File: src/rtl/perf_pkg.sv
// perf_pkg
//   Shared definitions for the performance monitor slice:
//   - perfState_e : monitor FSM state encoding (RUN / DUMP / HALTED)
//   - EV_*        : event-channel positions inside event_vec
//   - idxWidth()  : width of an index covering all event counters plus
//                   the cycle counter
package perf_pkg;

  typedef enum logic [1:0] {
    ST_RUN    = 2'b00,
    ST_DUMP   = 2'b01,
    ST_HALTED = 2'b10
  } perfState_e;

  localparam int EV_RETIRE     = 0;
  localparam int EV_ICACHE_REQ = 1;
  localparam int EV_ICACHE_HIT = 2;
  localparam int EV_DCACHE_REQ = 3;
  localparam int EV_DCACHE_HIT = 4;
  localparam int EV_STALL      = 5;

  localparam int NUM_EVENTS_DEF = 6;

  // Counter index space is 0..numEvents (the extra slot is the cycle counter).
  function automatic int idxWidth(input int numEvents);
    return $clog2(numEvents + 1);
  endfunction

endpackage

File: src/rtl/perf_monitor_if.sv
// perf_monitor_if
//   Bundles the random-access read port and the dump stream port of the
//   performance monitor.
//   Read port : rd_req/rd_idx (request), rd_valid/rd_data/rd_err (response)
//   Dump port : dump_valid/dump_idx/dump_data (beat), dump_ready (sink)
//   master : the agent issuing reads and sinking dump beats
//   slave  : the monitor itself
interface perf_monitor_if
  import perf_pkg::*;
#(
  parameter int NUM_EVENTS = NUM_EVENTS_DEF,
  parameter int CNT_W      = 32
);

  localparam int IDX_W = idxWidth(NUM_EVENTS);

  logic             rd_req;
  logic [IDX_W-1:0] rd_idx;
  logic             rd_valid;
  logic [CNT_W-1:0] rd_data;
  logic             rd_err;
  logic             dump_valid;
  logic [IDX_W-1:0] dump_idx;
  logic [CNT_W-1:0] dump_data;
  logic             dump_ready;

  modport master (
    output rd_req, rd_idx, dump_ready,
    input  rd_valid, rd_data, rd_err, dump_valid, dump_idx, dump_data
  );

  modport slave (
    input  rd_req, rd_idx, dump_ready,
    output rd_valid, rd_data, rd_err, dump_valid, dump_idx, dump_data
  );

endinterface

File: src/rtl/perf_ctr.sv
// perf_ctr
//   Saturating up-counter with enable, synchronous clear and a sticky
//   saturation flag.
//   clk   : clock
//   rst_n : synchronous active-low reset
//   clr   : synchronous clear of count and flag
//   en    : count one event this cycle
//   count : current value
//   sat   : set when an increment is attempted at the maximum value
module perf_ctr #(
  parameter int CNT_W = 32
) (
  input  logic             clk,
  input  logic             rst_n,
  input  logic             clr,
  input  logic             en,
  output logic [CNT_W-1:0] count,
  output logic             sat
);

  localparam logic [CNT_W-1:0] MAX_VAL = {CNT_W{1'b1}};

  logic [CNT_W-1:0] count_r;
  logic             sat_r;

  // Counter state: hold at the maximum and latch the flag instead of wrapping.
  always_ff @(posedge clk) begin
    if (!rst_n) begin
      count_r <= {CNT_W{1'b0}};
      sat_r   <= 1'b0;
    end else if (clr) begin
      count_r <= {CNT_W{1'b0}};
      sat_r   <= 1'b0;
    end else if (en) begin
      if (count_r == MAX_VAL) begin
        sat_r <= 1'b1;
      end else begin
        count_r <= count_r + CNT_W'(1);
      end
    end
  end

  assign count = count_r;
  assign sat   = sat_r;

endmodule

File: src/rtl/perf_monitor.sv
// perf_monitor
//   Processor performance monitor: NUM_EVENTS event counters plus a cycle
//   counter. On halt the counters freeze and are streamed out as dump
//   beats (index 0..NUM_EVENTS); a random-access read port works in every
//   state.
//   clk       : clock
//   rst_n     : synchronous active-low reset
//   event_vec : per-channel event pulses
//   halt      : freeze counters and start the dump
//   clear     : synchronous soft clear, returns to RUN
//   bus       : read port and dump stream (slave side)
//   frozen    : counters are frozen (DUMP or HALTED)
//   ovf       : sticky saturation flags, MSB is the cycle counter
module perf_monitor
  import perf_pkg::*;
#(
  parameter int NUM_EVENTS = NUM_EVENTS_DEF,
  parameter int CNT_W      = 32
) (
  input  logic                  clk,
  input  logic                  rst_n,
  input  logic [NUM_EVENTS-1:0] event_vec,
  input  logic                  halt,
  input  logic                  clear,
  perf_monitor_if.slave         bus,
  output logic                  frozen,
  output logic [NUM_EVENTS:0]   ovf
);

  localparam int               IDX_W    = idxWidth(NUM_EVENTS);
  localparam int               NUM_CTR  = NUM_EVENTS + 1;
  localparam logic [IDX_W-1:0] LAST_IDX = IDX_W'(NUM_EVENTS);

  perfState_e       state_r;
  perfState_e       nextState_s;
  logic             frozen_r;

  logic [CNT_W-1:0] cnt_s [NUM_CTR];
  logic [NUM_CTR-1:0] ctrEn_s;

  logic             rdValid_r;
  logic [CNT_W-1:0] rdData_r;
  logic             rdErr_r;
  logic [CNT_W-1:0] rdSel_s;
  logic             rdOob_s;

  logic             dumpValid_r;
  logic [IDX_W-1:0] dumpIdx_r;
  logic [CNT_W-1:0] dumpData_r;
  logic             dumpValidNxt_s;
  logic [IDX_W-1:0] dumpIdxNxt_s;
  logic [CNT_W-1:0] dumpSel_s;
  logic [CNT_W-1:0] dumpDataNxt_s;

  // Counter enables: only in RUN and never in a clear cycle; the cycle
  // counter (top slot) ticks unconditionally while running.
  always_comb begin
    ctrEn_s = {NUM_CTR{1'b0}};
    if ((state_r == ST_RUN) && !clear) begin
      ctrEn_s = {1'b1, event_vec};
    end else begin
      ctrEn_s = {NUM_CTR{1'b0}};
    end
  end

  for (genvar g = 0; g < NUM_CTR; g++) begin : gCtr
    perf_ctr #(.CNT_W(CNT_W)) uCtr (
      .clk   (clk),
      .rst_n (rst_n),
      .clr   (clear),
      .en    (ctrEn_s[g]),
      .count (cnt_s[g]),
      .sat   (ovf[g])
    );
  end

  // FSM state register.
  always_ff @(posedge clk) begin
    if (!rst_n) begin
      state_r  <= ST_RUN;
      frozen_r <= 1'b0;
    end else begin
      state_r  <= nextState_s;
      frozen_r <= (nextState_s != ST_RUN);
    end
  end

  // FSM next state: clear overrides everything, halt is honoured only in RUN.
  always_comb begin
    nextState_s = state_r;
    if (clear) begin
      nextState_s = ST_RUN;
    end else begin
      case (state_r)
        ST_RUN:    nextState_s = halt ? ST_DUMP : ST_RUN;
        ST_DUMP:   nextState_s = (dumpValid_r && bus.dump_ready && (dumpIdx_r == LAST_IDX))
                                 ? ST_HALTED : ST_DUMP;
        ST_HALTED: nextState_s = ST_HALTED;
        default:   nextState_s = ST_RUN;
      endcase
    end
  end

  // Read mux: out-of-range indices select nothing and are flagged.
  always_comb begin
    rdSel_s = {CNT_W{1'b0}};
    for (int i = 0; i < NUM_CTR; i++) begin
      rdSel_s = (bus.rd_idx == IDX_W'(i)) ? cnt_s[i] : rdSel_s;
    end
    rdOob_s = (bus.rd_idx > LAST_IDX);
  end

  // Read response: samples the pre-increment (and pre-clear) counter value.
  always_ff @(posedge clk) begin
    if (!rst_n) begin
      rdValid_r <= 1'b0;
      rdData_r  <= {CNT_W{1'b0}};
      rdErr_r   <= 1'b0;
    end else begin
      rdValid_r <= bus.rd_req;
      rdErr_r   <= bus.rd_req && rdOob_s;
      rdData_r  <= (bus.rd_req && !rdOob_s) ? rdSel_s : {CNT_W{1'b0}};
    end
  end

  // Dump sequencing: the first DUMP cycle loads beat 0, later beats advance
  // on acceptance, and accepting the last beat drops valid.
  always_comb begin
    dumpValidNxt_s = dumpValid_r;
    dumpIdxNxt_s   = dumpIdx_r;
    if (state_r == ST_DUMP) begin
      if (!dumpValid_r) begin
        dumpValidNxt_s = 1'b1;
        dumpIdxNxt_s   = {IDX_W{1'b0}};
      end else if (bus.dump_ready) begin
        if (dumpIdx_r == LAST_IDX) begin
          dumpValidNxt_s = 1'b0;
        end else begin
          dumpIdxNxt_s = dumpIdx_r + IDX_W'(1);
        end
      end else begin
        dumpIdxNxt_s = dumpIdx_r;
      end
    end else begin
      dumpValidNxt_s = 1'b0;
    end
  end

  // Dump data mux: counters are frozen in DUMP, so the selected value is stable.
  always_comb begin
    dumpSel_s = {CNT_W{1'b0}};
    for (int i = 0; i < NUM_CTR; i++) begin
      dumpSel_s = (dumpIdxNxt_s == IDX_W'(i)) ? cnt_s[i] : dumpSel_s;
    end
    if (state_r == ST_DUMP) begin
      dumpDataNxt_s = dumpSel_s;
    end else begin
      dumpDataNxt_s = dumpData_r;
    end
  end

  // Dump output registers.
  always_ff @(posedge clk) begin
    if (!rst_n) begin
      dumpValid_r <= 1'b0;
      dumpIdx_r   <= {IDX_W{1'b0}};
      dumpData_r  <= {CNT_W{1'b0}};
    end else if (clear) begin
      dumpValid_r <= 1'b0;
      dumpIdx_r   <= {IDX_W{1'b0}};
      dumpData_r  <= {CNT_W{1'b0}};
    end else begin
      dumpValid_r <= dumpValidNxt_s;
      dumpIdx_r   <= dumpIdxNxt_s;
      dumpData_r  <= dumpDataNxt_s;
    end
  end

  assign bus.rd_valid   = rdValid_r;
  assign bus.rd_data    = rdData_r;
  assign bus.rd_err     = rdErr_r;
  assign bus.dump_valid = dumpValid_r;
  assign bus.dump_idx   = dumpIdx_r;
  assign bus.dump_data  = dumpData_r;
  assign frozen         = frozen_r;

endmodule

File: src/flat_wrapper.sv
// flat-port wrapper written by rule: the top's interface ports become plain ports
module perf_monitor_flat import perf_pkg::*;
#(
  parameter int NUM_EVENTS = NUM_EVENTS_DEF,
  parameter int CNT_W      = 32
)
  (clk, rst_n, event_vec, halt, clear, frozen, ovf, bus_rd_req, bus_rd_idx, bus_dump_ready, bus_rd_valid, bus_rd_data, bus_rd_err, bus_dump_valid, bus_dump_idx, bus_dump_data);
  perf_monitor_if #(.NUM_EVENTS(NUM_EVENTS), .CNT_W(CNT_W)) bus_i ();
  input  logic clk;
  input  logic rst_n;
  input  logic [NUM_EVENTS-1:0] event_vec;
  input  logic halt;
  input  logic clear;
  output logic frozen;
  output logic [NUM_EVENTS:0] ovf;
  input wire logic [$bits(bus_i.rd_req)-1:0] bus_rd_req;
  input wire logic [$bits(bus_i.rd_idx)-1:0] bus_rd_idx;
  input wire logic [$bits(bus_i.dump_ready)-1:0] bus_dump_ready;
  output wire logic [$bits(bus_i.rd_valid)-1:0] bus_rd_valid;
  output wire logic [$bits(bus_i.rd_data)-1:0] bus_rd_data;
  output wire logic [$bits(bus_i.rd_err)-1:0] bus_rd_err;
  output wire logic [$bits(bus_i.dump_valid)-1:0] bus_dump_valid;
  output wire logic [$bits(bus_i.dump_idx)-1:0] bus_dump_idx;
  output wire logic [$bits(bus_i.dump_data)-1:0] bus_dump_data;
  assign bus_i.rd_req = bus_rd_req;
  assign bus_i.rd_idx = bus_rd_idx;
  assign bus_i.dump_ready = bus_dump_ready;
  assign bus_rd_valid = bus_i.rd_valid;
  assign bus_rd_data = bus_i.rd_data;
  assign bus_rd_err = bus_i.rd_err;
  assign bus_dump_valid = bus_i.dump_valid;
  assign bus_dump_idx = bus_i.dump_idx;
  assign bus_dump_data = bus_i.dump_data;
  perf_monitor #(.NUM_EVENTS(NUM_EVENTS), .CNT_W(CNT_W)) u_core (.clk(clk), .rst_n(rst_n), .event_vec(event_vec), .halt(halt), .clear(clear), .bus(bus_i), .frozen(frozen), .ovf(ovf));
endmodule
File: config.mk
export PLATFORM = sky130hd
export DESIGN_NAME = perf_monitor_flat
export DESIGN_NICKNAME = d
export VERILOG_FILES = /design/src/rtl/perf_pkg.sv /design/src/rtl/perf_monitor_if.sv /design/src/rtl/perf_ctr.sv /design/src/rtl/perf_monitor.sv /design/src/flat_wrapper.sv
export SDC_FILE = /design/constraint.sdc
export NUM_CORES = 1
export LEC_CHECK = 0
export ABC_AREA = 1
export CAP_MARGIN = 20
export CORE_ASPECT_RATIO = 0.5
export CORE_MARGIN = 2
export CORE_UTILIZATION = 36
export CTS_CLUSTER_DIAMETER = 50
export CTS_CLUSTER_SIZE = 20
export DETAILED_ROUTE_END_ITERATION = 8
export PLACE_DENSITY = 0.51
export SYNTH_ARGS = -nofsm -noshare
export SYNTH_HDL_FRONTEND = slang
export SYNTH_SLANG_ARGS = --single-unit
File: constraint.sdc
create_clock -name clk -period 2.1 [get_ports clk]
set_input_delay 0.42 -clock clk [delete_from_list [all_inputs] [get_ports clk]]
set_output_delay 0.42 -clock clk [all_outputs]
set_load 0.05 [all_outputs]
==> results.md, run 1 <==
- Run status: complete, but fails checks
- Failing checks: negative setup slack
- Count of placed standard cells including taps: ~4300
- Final-report hold violation count: 0
- Setup slack, reg-to-reg: -0.24 ns
- Sinks on Clock Net: approximately 300
- Switching portion of total power: between 20% and 30%
- Sequential cell area fraction in the yosys report: between 30% and 40%
- Reported max-cap violation count: 0
- Async S/R FF share, synth: 0%
- Highest ir drop seen on vdd: ~0.38 mV
- Routed vias: 23495
- Routed WL: 99.30 mm
- Part of the power in combinational logic: 8.7%
- Critical path peak fanout: 5
- Post-route DRC: 0
- Distinct cells, synth: 46
- Initial DRC count: about 2500
- Fmax achieved: approximately 430 MHz
- Diodes inserted: 0
- Initial core utilization: 36.32%
- Site row count: just under 60
- Required time of the critical path: between 2 and 3 ns
- Number of enable-type register cells in the synthesized netlist: 0
- Largest delay contributor family on the critical path: simple AND/OR/NAND/NOR gates
- Min-Delay Path Class: primary input to flip-flop
- Critical path cell sequence: buf_6, ha_4, nand2_4, nand3_4, nand2_4, nand3_4, nor2_4, nand2_4, buf_8, buf_12, o211ai_1, nor2_1, nand4_1, nand2_1, inv_1
- Hold path startpoint: bus_rd_idx[2]
- Width of the chip: around 330 µm
- Worst setup path category: flip-flop to flip-flop
- Average footprint of a synthesized cell: roughly 6.3 µm²
- Worst Setup Start Kind: flip-flop
- Total congestion overflow: 0
- Pre-CTS WS: -0.7211 ns
- Via count of the first global-routing pass: 21481
- Count of hold buffers inserted by post-cts repair: 0
- H-Tree Depth: 2
- Flop and latch count out of synthesis: approximately 300
- Number of warnings reported in the yosys synthesis log: 0
- Final setup margin: -0.2401 ns
- Total power per unit cell area: just under 500 mW/mm²
- R2r endpoint: u_core.bus.dump_data[30]
- Drt via density: 5.369
- Worst-margin pin slew: 0.5763 ns
- Final Hold Slack: 0.4296 ns
- Commonest non-fill, non-tap cell in the layout: nand2_1
- Count of buffer and inverter cells on the critical path: 4
- Gpl congestion: 1.055
- Internal portion of total power: 9.902 mW
- Count of mapped cells out of synthesis: about 3000
- Average wire length per cell after detail routing: 22.69 µm
- Final setup viols: 32
- Post-route setup TNS: -5.099 ns
- Normalized max-slew margin: approximately three fifths
- CTS tree: built
- Post-synthesis cell area: 0.01882 mm²
- First-pass GRT wire length: 141.6 mm
- Latest clock arrival within the worst-skew pair: between 0.5 and 0.6 ns
- Capturing element type of the critical path: flip-flop
- I/O pin total: between 90 and 100
- Chip height: ~170 µm
- Global-route usage over all layers: between 30% and 40%
- Max Transition Viols Final: 0
- Critical Path Max Stage Delay: 0.45 ns
- Final critical delay including setup and external delays: 2.340 ns
- Setup repair after global routing missed its margin: true
- Post-route clock skew: around 0.018 ns
- Worst hold path endpoint: u_core.bus.rd_err
- Util after Layout: 53.99%
- Commonest register cell after synthesis: dfxtp_1
- Total die area: approximately 0.054 mm²
- Depth of the worst register-to-register path: 15
- Detail Route Antenna Nets: 0
- Origin of the critical flop-to-flop path: u_core.bus.dump_idx[1]
- Detail Placement HPWL: slightly below 80 mm
- Number of iterations in the first detailed-routing pass: 5
- Post-synth net total: between 3000 and 4000
- Cell repeated most along the worst path: nand2_4
- Master of the slowest instance on the critical path: o211ai_1
- CTS Root Buffer Type: clkbuf_16
- Area growth, synth to finish: 48.67%
- Cell depth of the worst min-delay path: 4
- Fraction of the cycle the final worst path needs: 111.4%
- Clk pwr share: between 40% and 50%
- CTS buffer count: 36
- Proportion of layout cells with a drive suffix above 1: 26.48%
- Leakage: 11.30 nW
- Maximum number of pins on one net before global-route repair: 37
- Clock-pin slew on the worst setup and hold paths: around 0.06 ns
- Antenna violations before repair: 6
- Worst-case clock buffer depth: 3
- Endpoint arrival time on the critical path: around 2.8 ns
- PortBufs: 92
- Sequential power share: between 40% and 50%
- Count of non-filler cells in the finished layout: around 4400
- Nets@finish: between 3000 and 4000
- Net load switching power: between 3 and 4 mW
- Core footprint: 0.05182 mm²
- Most frequent cells in the layout: 791 x nand2_1, 582 x buf_4, 361 x inv_1
synth_stat cells (4+ instances only):
master,instances,share of area (%)
nand4_1,102,3.4
buf_2,42,1.1
nor2_1,301,6.0
inv_1,370,7.4
and3_1,5,0.17
o21ai_0,129,3.4
nor2_2,8,0.27
xor2_1,125,5.8
o2111ai_1,26,1.2
nand3_1,56,1.5
o21a_1,13,0.52
nand2_1,821,16
nor3b_1,7,0.28
xnor2_1,10,0.47
dfxtp_1,304,32
nor3_1,129,3.4
nor4_1,45,1.5
nand2_2,7,0.23
inv_2,10,0.20
o21ai_1,51,1.4
nor2_4,4,0.24
a21oi_1,258,6.9
ha_1,9,0.60
nand3_2,5,0.27
o211ai_1,7,0.28
buf_4,15,0.60
o22ai_1,23,0.76
buf_6,4,0.24
nor3_2,6,0.32
clkbuf_1,71,1.4
o221ai_1,7,0.33
metal layers:
metal / vias to the layer above / routed length [µm] / global-route usage, %
li1: 11079 / - / -
met4: 4 / 2770 / 8.436
met1: 11172 / 44350 / 50.34
met2: 1080 / 41550 / 53.20
met5: - / 26 / 0
met3: 160 / 10610 / 8.791
power groups by stage:
| stage | clock (mW) | combinational [mW] | sequential (mW) |
|---|---|---|---|
| after floorplan | 0 | 0.401 | 5.95 |
| after global placement | 0 | 0.977 | 5.92 |
| after detailed placement | 0 | 0.975 | 5.92 |
| after CTS | 6.74 | 1.09 | 5.79 |
| after global routing | 6.96 | 1.24 | 5.79 |
| final | 6.64 | 1.18 | 5.79 |
per-stage QoR:
stage,instance area [µm²],power [mW]
finish,27980,13.62
floorplan,18830,6.346
CTS,26960,13.62
detailed placement,24890,6.899
global placement,24890,6.901
global route,27980,13.99
final cells by class:
class	count	area, µm²
inverter	381	1453
fill	5320	23840
tap	701	877.1
clock buffer	42	974.7
sequential	304	6112
multi-input combinational	2175	11630
timing repair buffer	752	6710
clock inverter	21	217.7
worst register-to-register path: stages, from the launching register on:
cell	delay, ns
dfxtp_2	0.33
buf_6	0.12
ha_4	0.16
nand2_4	0.09
nand3_4	0.10
nand2_4	0.10
nand3_4	0.11
nor2_4	0.17
nand2_4	0.09
buf_8	0.15
buf_12	0.13
o211ai_1	0.45
nor2_1	0.11
nand4_1	0.10
nand2_1	0.05
inv_1	0.04
cells by family after synthesis:
kind of cell             synth area share, %
XOR/XNOR                               6.283
AND/OR/NAND/NOR                        34.65
flip-flops                             32.34
AO/OA/AOI/OAI                          15.13
buffers and inverters                  11.00
adder cells (fa/ha/maj)               0.5984
state kept, by name, summed over array words and instances, names as in the netlist:
| register | flops |
|---|---|
| u_core.gCtr.uCtr.count | 224 |
| u_core.bus.dump_data | 32 |
| u_core.bus.rd_data | 32 |
| u_core.gCtr.uCtr.sat | 7 |
| u_core.bus.dump_idx | 3 |
| u_core.state_r | 2 |
| u_core.bus.dump_valid | 1 |
| u_core.bus.rd_err | 1 |
| u_core.bus.rd_valid | 1 |
| u_core.frozen | 1 |
what timing repair did:
action | in CTS | in global routing
setup endpoints to repair | 195 | 241
pin swaps | 33 | 111
gates resized for setup | 185 | 230
setup buffers | 24 | 32
cloned | 12 | 3
worst max path at each step:
stage	from	to	cells after the start	slack, ns
floorplan	u_core.bus.dump_idx[0]	u_core.bus.dump_data[19]	16	0.04
global placement	bus_rd_idx[2]	u_core.bus.rd_data[31]	11	-0.67
detailed placement	bus_dump_ready	u_core.bus.dump_data[28]	12	-0.72
CTS	u_core.bus.dump_idx[1]	u_core.bus.dump_data[20]	16	-0.20
global route	u_core.bus.dump_idx[1]	u_core.bus.dump_data[1]	16	-0.29
finish	u_core.bus.dump_idx[1]	u_core.bus.dump_data[30]	15	-0.24
No activity file was read; power rests on OpenSTA's default activity.
==> run 2, diff against run 1 <==
- PLACE_DENSITY: 0.51 -> 0.49
- clock period: 2.1 -> 2.68 ns (I/O delays scaled with it)
==> run 2 against run 1 <==
Effect of this change: the flow now finishes without violations; cell area shrank 14%; non-clock buffer count shrank 333; setup slack gained 0.34 ns; utilization shrank 7.6 points; count of clock-buffer cells in the layout shrank 5; critical path depth is the same; final cell count shrank 7.6%; sequential power shrank 22%; register-to-register slack gained 0.34 ns; routed wire length shrank 5.4%.
==> results.md, run 2 (same netlist as run 1, synthesis figures left out) <==
- Master of the slowest instance on the critical path: dfxtp_1
- Total die area: 0.05423 mm² (unchanged)
- Initial core utilization: 36.32% (unchanged)
- Gpl congestion: 1.054 (about the same)
- Run status: complete, no violations
- Fmax achieved: 388.2 MHz (-9.1%)
- Flip-flop count of the largest register after layout: 224 (unchanged)
- Required time of the critical path: 3.17 ns (+0.57 ns)
- CTS buffer count: 35 (-2.8%)
- Via count of the first global-routing pass: 19891 (-7.4%)
- Area growth, synth to finish: 27.83%
- Overall Power: 10.66 mW (-22%)
- Site row count: 59 (unchanged)
- Average wire length per cell after detail routing: 23.24 µm (+2.4%)
- Min-Delay Path Class: flip-flop to flip-flop
- Fraction of the cycle the final worst path needs: 96.11% (-15 points)
- Number of iterations in the first detailed-routing pass: 7 (+2)
- Latest clock arrival within the worst-skew pair: 0.59 ns (+0.03 ns)
- Detail Placement HPWL: 76.09 mm (-2.3%)
- Final critical delay including setup and external delays: 2.576 ns (+0.2356 ns)
- Most frequent cells in the layout: 821 x nand2_1, 369 x inv_1, 303 x dfxtp_1
- Worst setup path category: flip-flop to flip-flop
- Width of the chip: 327.3 µm (unchanged)
- Area occupied by multi-input gates: 0.01070 mm² (-8.0%)
- Max Transition Viols Final: 0 (unchanged)
- Final setup viols: 0 (-100%)
- Count of non-filler cells in the finished layout: 4044 (-7.6%)
- Util after Layout: 46.42% (-7.6 points)
- Maximum number of pins on one net before global-route repair: 44 (+19%)
- Routed vias: 22049 (-6.2%)
- Final-report hold violation count: 0 (unchanged)
- Storage element area: 0.006087 mm² (-0.41%)
- Final setup margin: 0.1043 ns (+0.3444 ns)
- Critical path cell sequence: inv_1, ha_1, nand2_1, nand3_2, nand2_1, nand3_4, nand2_2, nor2_2, buf_12, nand2_1, o21ai_1, nor2_1, nand4_1, nand2_1, a21oi_1
- Detail Route Antenna Nets: 0 (unchanged)
- Routed WL: 93.97 mm (-5.4%)
- Commonest non-fill, non-tap cell in the layout: nand2_1
- Pre-CTS WS: -0.2662 ns (+0.4549 ns)
- Capturing element type of the critical path: flip-flop
- Post-route clock skew: 0.04562 ns (+0.02755 ns)
- Critical path peak fanout: 20 (+15)
- Setup repair after global routing missed its margin: false
- Drt via density: 5.452 (+1.5%)
- Fill cells: 5517 (+3.7%)
- Post-route setup TNS: 0 ns (+5.099 ns)
- Reported max-cap violation count: 0 (unchanged)
- Worst-case clock buffer depth: 3 (unchanged)
- Chip height: 165.7 µm (unchanged)
- Sinks on Clock Net: 304 (unchanged)
- Initial DRC count: 2869 (+14%)
- Layout Cell Area excl Fill: 0.02406 mm² (-14%)
- Highest ir drop seen on vdd: 0.4773 mV (+24%)
- Worst Setup Start Kind: flip-flop
- Worst-margin pin slew: 0.5824 ns (+0.006076 ns)
- Endpoint arrival time on the critical path: 3.06 ns (+0.22 ns)
- Critical Path Max Stage Delay: 0.40 ns (-0.05 ns)
- Count of buffer and inverter cells on the critical path: 2 (-2)
- Proportion of layout cells with a drive suffix above 1: 13.41% (-13 points)
- Clock-pin slew on the worst setup and hold paths: 0.08 ns (+0.02 ns)
- I/O pin total: 93 (unchanged)
- Global-route usage over all layers: 33.88% (-1.4 points)
- First-pass GRT wire length: 136.3 mm (-3.7%)
- Antenna violations before repair: 5 (-1)
- Count of placed standard cells including taps: 3979 (-6.4%)
- CTS Root Buffer Type: clkbuf_16
- Normalized max-slew margin: 60.88% (-0.56 points)
- Nets@finish: 3339 (-9.1%)
- Largest delay contributor family on the critical path: simple AND/OR/NAND/NOR gates
- H-Tree Depth: 2 (unchanged)
- Total power per unit cell area: 443.1 mW/mm² (-8.9%)
- Leakage: 8.713 nW (-23%)
- Post-CTS Setup Bufs: 0 (-100%)
- CTS tree: built
- Final Hold Slack: 0.4531 ns (+0.02354 ns)
- Post-route DRC: 0 (unchanged)
- Post-place instance area: 0.02276 mm² (-8.5%)
- Total congestion overflow: 0 (unchanged)
- PortBufs: 92 (unchanged)
- Core footprint: 0.05182 mm² (unchanged)
- Cell repeated most along the worst path: nand2_1
-- run 2: final cells by class --
| cell class | count | area share [%] |
|---|---|---|
| diodes | 1 | 0.01040 |
| clock buffers | 37 | 3.760 |
| clock inverters | 27 | 1.503 |
| inverters | 381 | 5.971 |
| multi-input cells | 2174 | 44.47 |
| flip-flops and latches | 304 | 25.30 |
| well taps | 701 | 3.646 |
| repair buffers | 419 | 15.33 |
-- run 2: repair_timing --
action | CTS | global route
setup endpoints to repair | 0 | 13
gates resized for setup | 0 | 8
hold buffers | 0 | 0
-- run 2: worst paths after layout --
path	start	endpoint	slack (ns)	cells after the start
max	u_core.bus.dump_idx[0]	u_core.bus.dump_data[25]	0.10	15
min	u_core.gCtr[5].uCtr.sat	u_core.gCtr[5].uCtr.sat	0.45	2
max reg2reg	u_core.bus.dump_idx[0]	u_core.bus.dump_data[25]	0.10	15
min reg2reg	u_core.gCtr[5].uCtr.sat	u_core.gCtr[5].uCtr.sat	0.45	2
-- run 2: where the power goes --
part           switching (mW)  internal, mW
sequential             0.0124          4.53
clock                    2.50          2.91
combinational           0.474         0.231
total                    2.99          7.67
-- run 2: layer usage --
| layer | GRT usage (%) | vias to the layer above | part of all wire, % |
|---|---|---|---|
| met5 | 0 | - | 0.036 |
| met4 | 6.901 | 4 | 2.3 |
| met3 | 10.80 | 113 | 12 |
| met2 | 48.10 | 1094 | 40 |
| met1 | 49.62 | 10425 | 46 |
| li1 | - | 10413 | - |
-- run 2: tightest hold or removal path, stage by stage (launching register included) --
cell	delay, ns
dfxtp_1	0.31
inv_1	0.04
a21oi_1	0.05
